===== config.mk =====
export PLATFORM = sky130hd
export DESIGN_NAME = spi_txn_arbiter
export DESIGN_NICKNAME = d
export VERILOG_FILES = /design/src/rtl/spi_txn_arbiter.sv
export SDC_FILE = /design/constraint.sdc
export NUM_CORES = 1
export LEC_CHECK = 0
export BUFFER_PORTS_ARGS = -buffer_cell sky130_fd_sc_hd__buf_2
export CORE_ASPECT_RATIO = 1.2
export CORE_UTILIZATION = 53
export DETAILED_ROUTE_END_ITERATION = 10
export HOLD_SLACK_MARGIN = 0.06
export PLACE_DENSITY_LB_ADDON = 0.12
export SLEW_MARGIN = 0
export SYNTH_ARGS = -nofsm -noshare
export SYNTH_HDL_FRONTEND = slang
export SYNTH_SLANG_ARGS = --single-unit

===== constraint.sdc =====
create_clock -name clk -period 3.15 [get_ports clk]
set_input_delay 0.4725 -clock clk [delete_from_list [all_inputs] [get_ports clk]]
set_output_delay 0.4725 -clock clk [all_outputs]
set_load 0.01 [all_outputs]

===== src/rtl/spi_txn_arbiter.sv =====
// Round-robin arbiter that shares one byte-oriented SPI master among NUM_REQ clients,
// with a watchdog that turns a missing spi_done into an err pulse to the winner.
module spi_txn_arbiter #(
    parameter int NUM_REQ        = 4,
    parameter int TIMEOUT_CYCLES = 200
) (
    input  logic                 clk,
    input  logic                 rst,
    input  logic [NUM_REQ-1:0]   req,
    input  logic [8*NUM_REQ-1:0] cmd_in,
    input  logic [8*NUM_REQ-1:0] addr_in,
    input  logic [8*NUM_REQ-1:0] wdata_in,
    output logic [NUM_REQ-1:0]   gnt,
    output logic [NUM_REQ-1:0]   ack,
    output logic [NUM_REQ-1:0]   err,
    output logic [7:0]           rdata,
    output logic                 busy,
    output logic                 spi_en,
    output logic [7:0]           spi_command,
    output logic [7:0]           spi_address,
    output logic [7:0]           spi_data,
    input  logic [7:0]           spi_data_out,
    input  logic                 spi_done
);
    localparam int IW = $clog2(NUM_REQ);
    localparam logic [15:0] LAST_CNT = 16'(TIMEOUT_CYCLES - 1);
    localparam logic [NUM_REQ-1:0] ONE = NUM_REQ'(1);

    typedef enum logic [1:0] {S_IDLE, S_LAUNCH, S_WAIT, S_RESP} state_t;

    state_t             state_q, state_d;
    logic [IW-1:0]      ptr_q, ptr_d;
    logic [IW-1:0]      win_q, win_d;
    logic [15:0]        cnt_q, cnt_d;
    logic [NUM_REQ-1:0] gnt_q, gnt_d;
    logic [NUM_REQ-1:0] ack_q, ack_d;
    logic [NUM_REQ-1:0] err_q, err_d;
    logic [7:0]         rdata_q, rdata_d;
    logic               busy_q, busy_d;
    logic               spi_en_q, spi_en_d;
    logic [7:0]         cmd_q, cmd_d;
    logic [7:0]         addr_q, addr_d;
    logic [7:0]         wdat_q, wdat_d;

    logic [7:0]         cmd_arr  [NUM_REQ];
    logic [7:0]         addr_arr [NUM_REQ];
    logic [7:0]         wdat_arr [NUM_REQ];
    logic [IW-1:0]      pick;

    for (genvar gi = 0; gi < NUM_REQ; gi++) begin : g_unpack
        assign cmd_arr[gi]  = cmd_in[8*gi +: 8];
        assign addr_arr[gi] = addr_in[8*gi +: 8];
        assign wdat_arr[gi] = wdata_in[8*gi +: 8];
    end

    // Scan from the highest offset down so the request closest to ptr wins last.
    always_comb begin
        int idx;
        pick = ptr_q;
        idx  = 0;
        for (int k = NUM_REQ - 1; k >= 0; k--) begin
            idx = int'(ptr_q) + k;
            if (idx >= NUM_REQ) idx = idx - NUM_REQ;
            if (req[idx]) pick = IW'(idx);
        end
    end

    always_comb begin
        state_d  = state_q;
        ptr_d    = ptr_q;
        win_d    = win_q;
        cnt_d    = cnt_q;
        gnt_d    = gnt_q;
        ack_d    = '0;
        err_d    = '0;
        rdata_d  = rdata_q;
        spi_en_d = 1'b0;
        cmd_d    = cmd_q;
        addr_d   = addr_q;
        wdat_d   = wdat_q;
        case (state_q)
            S_IDLE: begin
                if (req != '0) begin
                    win_d    = pick;
                    gnt_d    = ONE << pick;
                    cmd_d    = cmd_arr[pick];
                    addr_d   = addr_arr[pick];
                    wdat_d   = wdat_arr[pick];
                    spi_en_d = 1'b1;
                    state_d  = S_LAUNCH;
                end
            end
            S_LAUNCH: begin
                cnt_d   = '0;
                state_d = S_WAIT;
            end
            S_WAIT: begin
                cnt_d = cnt_q + 16'd1;
                // A done arriving on the terminal count still counts as success.
                if (spi_done) begin
                    rdata_d = spi_data_out;
                    ack_d   = ONE << win_q;
                    state_d = S_RESP;
                end else if (cnt_q == LAST_CNT) begin
                    err_d   = ONE << win_q;
                    state_d = S_RESP;
                end
            end
            S_RESP: begin
                gnt_d   = '0;
                ptr_d   = (win_q == IW'(NUM_REQ - 1)) ? '0 : win_q + IW'(1);
                state_d = S_IDLE;
            end
            default: state_d = S_IDLE;
        endcase
        busy_d = (state_d != S_IDLE);
    end

    always_ff @(posedge clk or negedge rst) begin
        if (!rst) begin
            state_q  <= S_IDLE;
            ptr_q    <= '0;
            win_q    <= '0;
            cnt_q    <= '0;
            gnt_q    <= '0;
            ack_q    <= '0;
            err_q    <= '0;
            rdata_q  <= '0;
            busy_q   <= 1'b0;
            spi_en_q <= 1'b0;
            cmd_q    <= '0;
            addr_q   <= '0;
            wdat_q   <= '0;
        end else begin
            state_q  <= state_d;
            ptr_q    <= ptr_d;
            win_q    <= win_d;
            cnt_q    <= cnt_d;
            gnt_q    <= gnt_d;
            ack_q    <= ack_d;
            err_q    <= err_d;
            rdata_q  <= rdata_d;
            busy_q   <= busy_d;
            spi_en_q <= spi_en_d;
            cmd_q    <= cmd_d;
            addr_q   <= addr_d;
            wdat_q   <= wdat_d;
        end
    end

    assign gnt         = gnt_q;
    assign ack         = ack_q;
    assign err         = err_q;
    assign rdata       = rdata_q;
    assign busy        = busy_q;
    assign spi_en      = spi_en_q;
    assign spi_command = cmd_q;
    assign spi_address = addr_q;
    assign spi_data    = wdat_q;
endmodule

==> impl_results.md <==
- Status: finished, final reports clean
- Fin. Hold Viols: 0
- Fraction of layout cells with a size suffix above 1: 0.3834
- Starting density of the core: 0.5470
- Final instance area: 0.004990 mm^2
- CTS tree: yes
- Multi-input gate area: around 0.0021 mm^2
- Post-CTS Setup Inserts: 0
- Sequential area share after synthesis: 0.4277
- DRC viols: 0
- Largest net degree at the start of global routing: 39
- Detailed Routing Iterations Pass 1: 4
- Syn Inst Count: between 400 and 500
- Top cells by area, synth: dfrtp_1 43%, nor2_1 3.9%, mux2i_1 3.5%
- Vias after detailed routing: 3692
- Synth-to-Final Area Change: 25.41%
- Synth cell types: 55
- Crit path arrival time: 2.47 ns
- Relative slew margins: 0.2766
- Vias in the first global route: 3432
- Max Cap Viol: 0
- Sink Count: 68
- Worst hold-check path type: in -> async
- Fmax: 0.4423 GHz
- Nets@finish: 668
- Cts bufs inserted: 9
- Antenna cells: 0
- Cell row count: 34
- Placed cell areas: 0.004756 mm^2
- Post-CTS sizing: 0
- Core area: 0.007274 mm^2
- Die Ht: 96.92 um
- Clock Latency Late Sink: roughly 0.33 ns
- Setup violations, final: 0
- Maximum vdd drop: about 0.47 mV
- Port Buffers: 156
- CP Max Fanout: 15
- RSZ-0062 raised after global routing: no
- H-tree levels: 3
- Worst r2r dst: spi_data[1]$_DFFE_PN0P_
- Leak: 2.354 nW
- CP Capture Type: register
- Average size of a mapped cell: 9.898 um^2
- Required time of the critical path: 3.36 ns
- Reg-to-reg slack, setup: 0.89 ns
- PD cells: 846.0 mW/mm^2
- Post-Synthesis Net Count: 522
- GPL Wtd Cong: slightly above 0.8
- Minimum clock period: between 2 and 2.5 ns
- Clock Path Buffers: 2
- Worst Clk Skew: 0.007174 ns
- Die area: 0.007859 mm^2
- Clock root buffer master: clkbuf_8
- Max-slew violations: 0
- Yosys top cell area share: 0.4277
- Final ANT Viol Nets: 0
- FFs w/ async S/R, synth: 1.000
- Initial antenna violation count: 0
- DR WL/cell: 15.21 um
- Final period util: 0.7178
- Via density: 5.742
- YS warnings: 0
- Final global-route overflow total: 0
- Io pins: 157
- Yosys reg bits: 68
- Main flop type after synthesis: dfrtp_1
- Yosys top cell by area: dfrtp_1
- Critical path class: reg -> reg
- R2r startpoint: ptr_q[1]$_DFFE_PN0P_
- FF-to-FF path depth: 7
- Worst setup SP type: register
- EDFF count, synth: 0
- # fillers: slightly below 600
- Clock transition at path regs: ~0.08 ns
- DR iter-0 viols: around 180
- Hold_buf cts: 0
- Area occupied by registers: between 0.0015 and 0.002 mm^2
- Slew @ Worst Pin: roughly 1.1 ns
- Die Wd: just over 80 um
- First-pass GRT wire length: 15510 um
- Setup TNS: 0 ns
- Tot GR Track Use: 0.2559
- Post-DP HPWL: 7245 um
- Total wire length: 9777 um
- Post-Syn Area: between 0.003 and 0.004 mm^2
==> worst max-delay path, stage by stage (launching register included) <==
cell and delay (ns):
dfrtp_1 0.62, nor3_2 0.08, nor3_2 0.62, buf_6 0.24, nor3_4 0.05, buf_4 0.23, mux2i_1 0.18, o22ai_1 0.10
==> flip-flops by register name (all words and copies together) (netlist names) <==
register and count:
busy 1, state_q 2, cnt_q 16, rdata 8
ack 4, win_q 2, spi_address 8, gnt 4
spi_data 8, spi_command 8, ptr_q 2, spi_en 1
err 4
==> cell usage after synthesis (2+ instances only) <==
master	instances
a221oi_1	15
mux2i_1	14
buf_4	4
or3_1	3
buf_2	15
a22o_1	6
dfrtp_1	68
o22ai_1	13
xnor2_1	2
a221oi_2	9
and3_1	5
ha_1	9
xor2_1	7
o21ai_1	14
o21ai_0	22
nor2b_1	8
a21oi_1	15
nor2_1	41
clkbuf_1	7
nor4_1	2
mux2_2	9
o31ai_1	3
and4_1	3
nand2b_1	5
o31a_1	11
nor3_1	4
inv_1	9
and2_1	5
nor4b_1	11
nand2_1	22
nand4_1	4
nand3_1	10
buf_6	4
nor3_2	2
==> power breakdown <==
part	switching, mW	internal [mW]
Clock	0.342	0.449
Sequential	0.219	1.17
Combinational	1.19	0.850
==> metrics by stage <==
stage	hold WS [ns]	instances	total power [mW]	setup slack, ns	util
5_1_grt	0.2597	643	4.537	0.6649	0.6859
2_1_floorplan	0.1769	402	2.861	1.297	-
3_5_place_dp	0.4893	626	3.453	0.6035	0.6538
6_report	0.2091	643	4.221	0.8889	0.6859
4_1_cts	0.2213	642	4.246	0.7091	0.6844
3_3_place_gp	0.4821	626	3.382	0.6860	0.6538
==> routing by layer <==
metal | global-route usage | up-vias | wire (um)
met3 | 0.04528 | 15 | 640
met2 | 0.4389 | 166 | 4900
met1 | 0.3101 | 1719 | 4067
met5 | 0 | - | 0
li1 | - | 1792 | -
met4 | 0.1030 | 0 | 168
==> layout make-up <==
class | instances | area share
repair buffers | 165 | 0.1708
clock inverters | 7 | 0.01981
inverters | 10 | 0.007523
clock buffers | 9 | 0.02482
well taps | 90 | 0.02257
flip-flops and latches | 68 | 0.3410
multi-input cells | 294 | 0.4135
==> worst max-delay path by stage <==
stage                                 end  cells after the start            startpoint  slack (ns)
6_report          spi_data[1]$_DFFE_PN0P_                      7  ptr_q[1]$_DFFE_PN0P_        0.89
2_1_floorplan       cnt_q[15]$_DFFE_PN0P_                      7  state_q[0]$_DFF_PN0_        1.30
3_5_place_dp      spi_data[1]$_DFFE_PN0P_                      7                req[2]        0.60
5_1_grt           spi_data[1]$_DFFE_PN0P_                      7  ptr_q[1]$_DFFE_PN0P_        0.66
4_1_cts           spi_data[1]$_DFFE_PN0P_                      6  ptr_q[1]$_DFFE_PN0P_        0.71
3_3_place_gp   spi_address[7]$_DFFE_PN0P_                      7                req[2]        0.69
==> cell usage in the layout (no fill, tap or decap), types with 13 or more instances in the layout <==
cell type,instances
a221oi_1,15
a21oi_1,15
o21ai_1,14
nand2_1,22
o21ai_0,22
nor2_1,41
dfrtp_1,68
o22ai_1,13
mux2i_1,14
buf_2,156
==> kinds of logic after synthesis <==
logic type,after synthesis,share of synthesized area
XOR/XNOR,9,0.01981
AO/OA/AOI/OAI,123,0.2321
adder cells (fa/ha/maj),9,0.02830
multiplexers,23,0.06069
flip-flops,68,0.4277
AND/OR/NAND/NOR,130,0.1777
buffers and inverters,40,0.05377
Power figures use the tool's default switching activity.
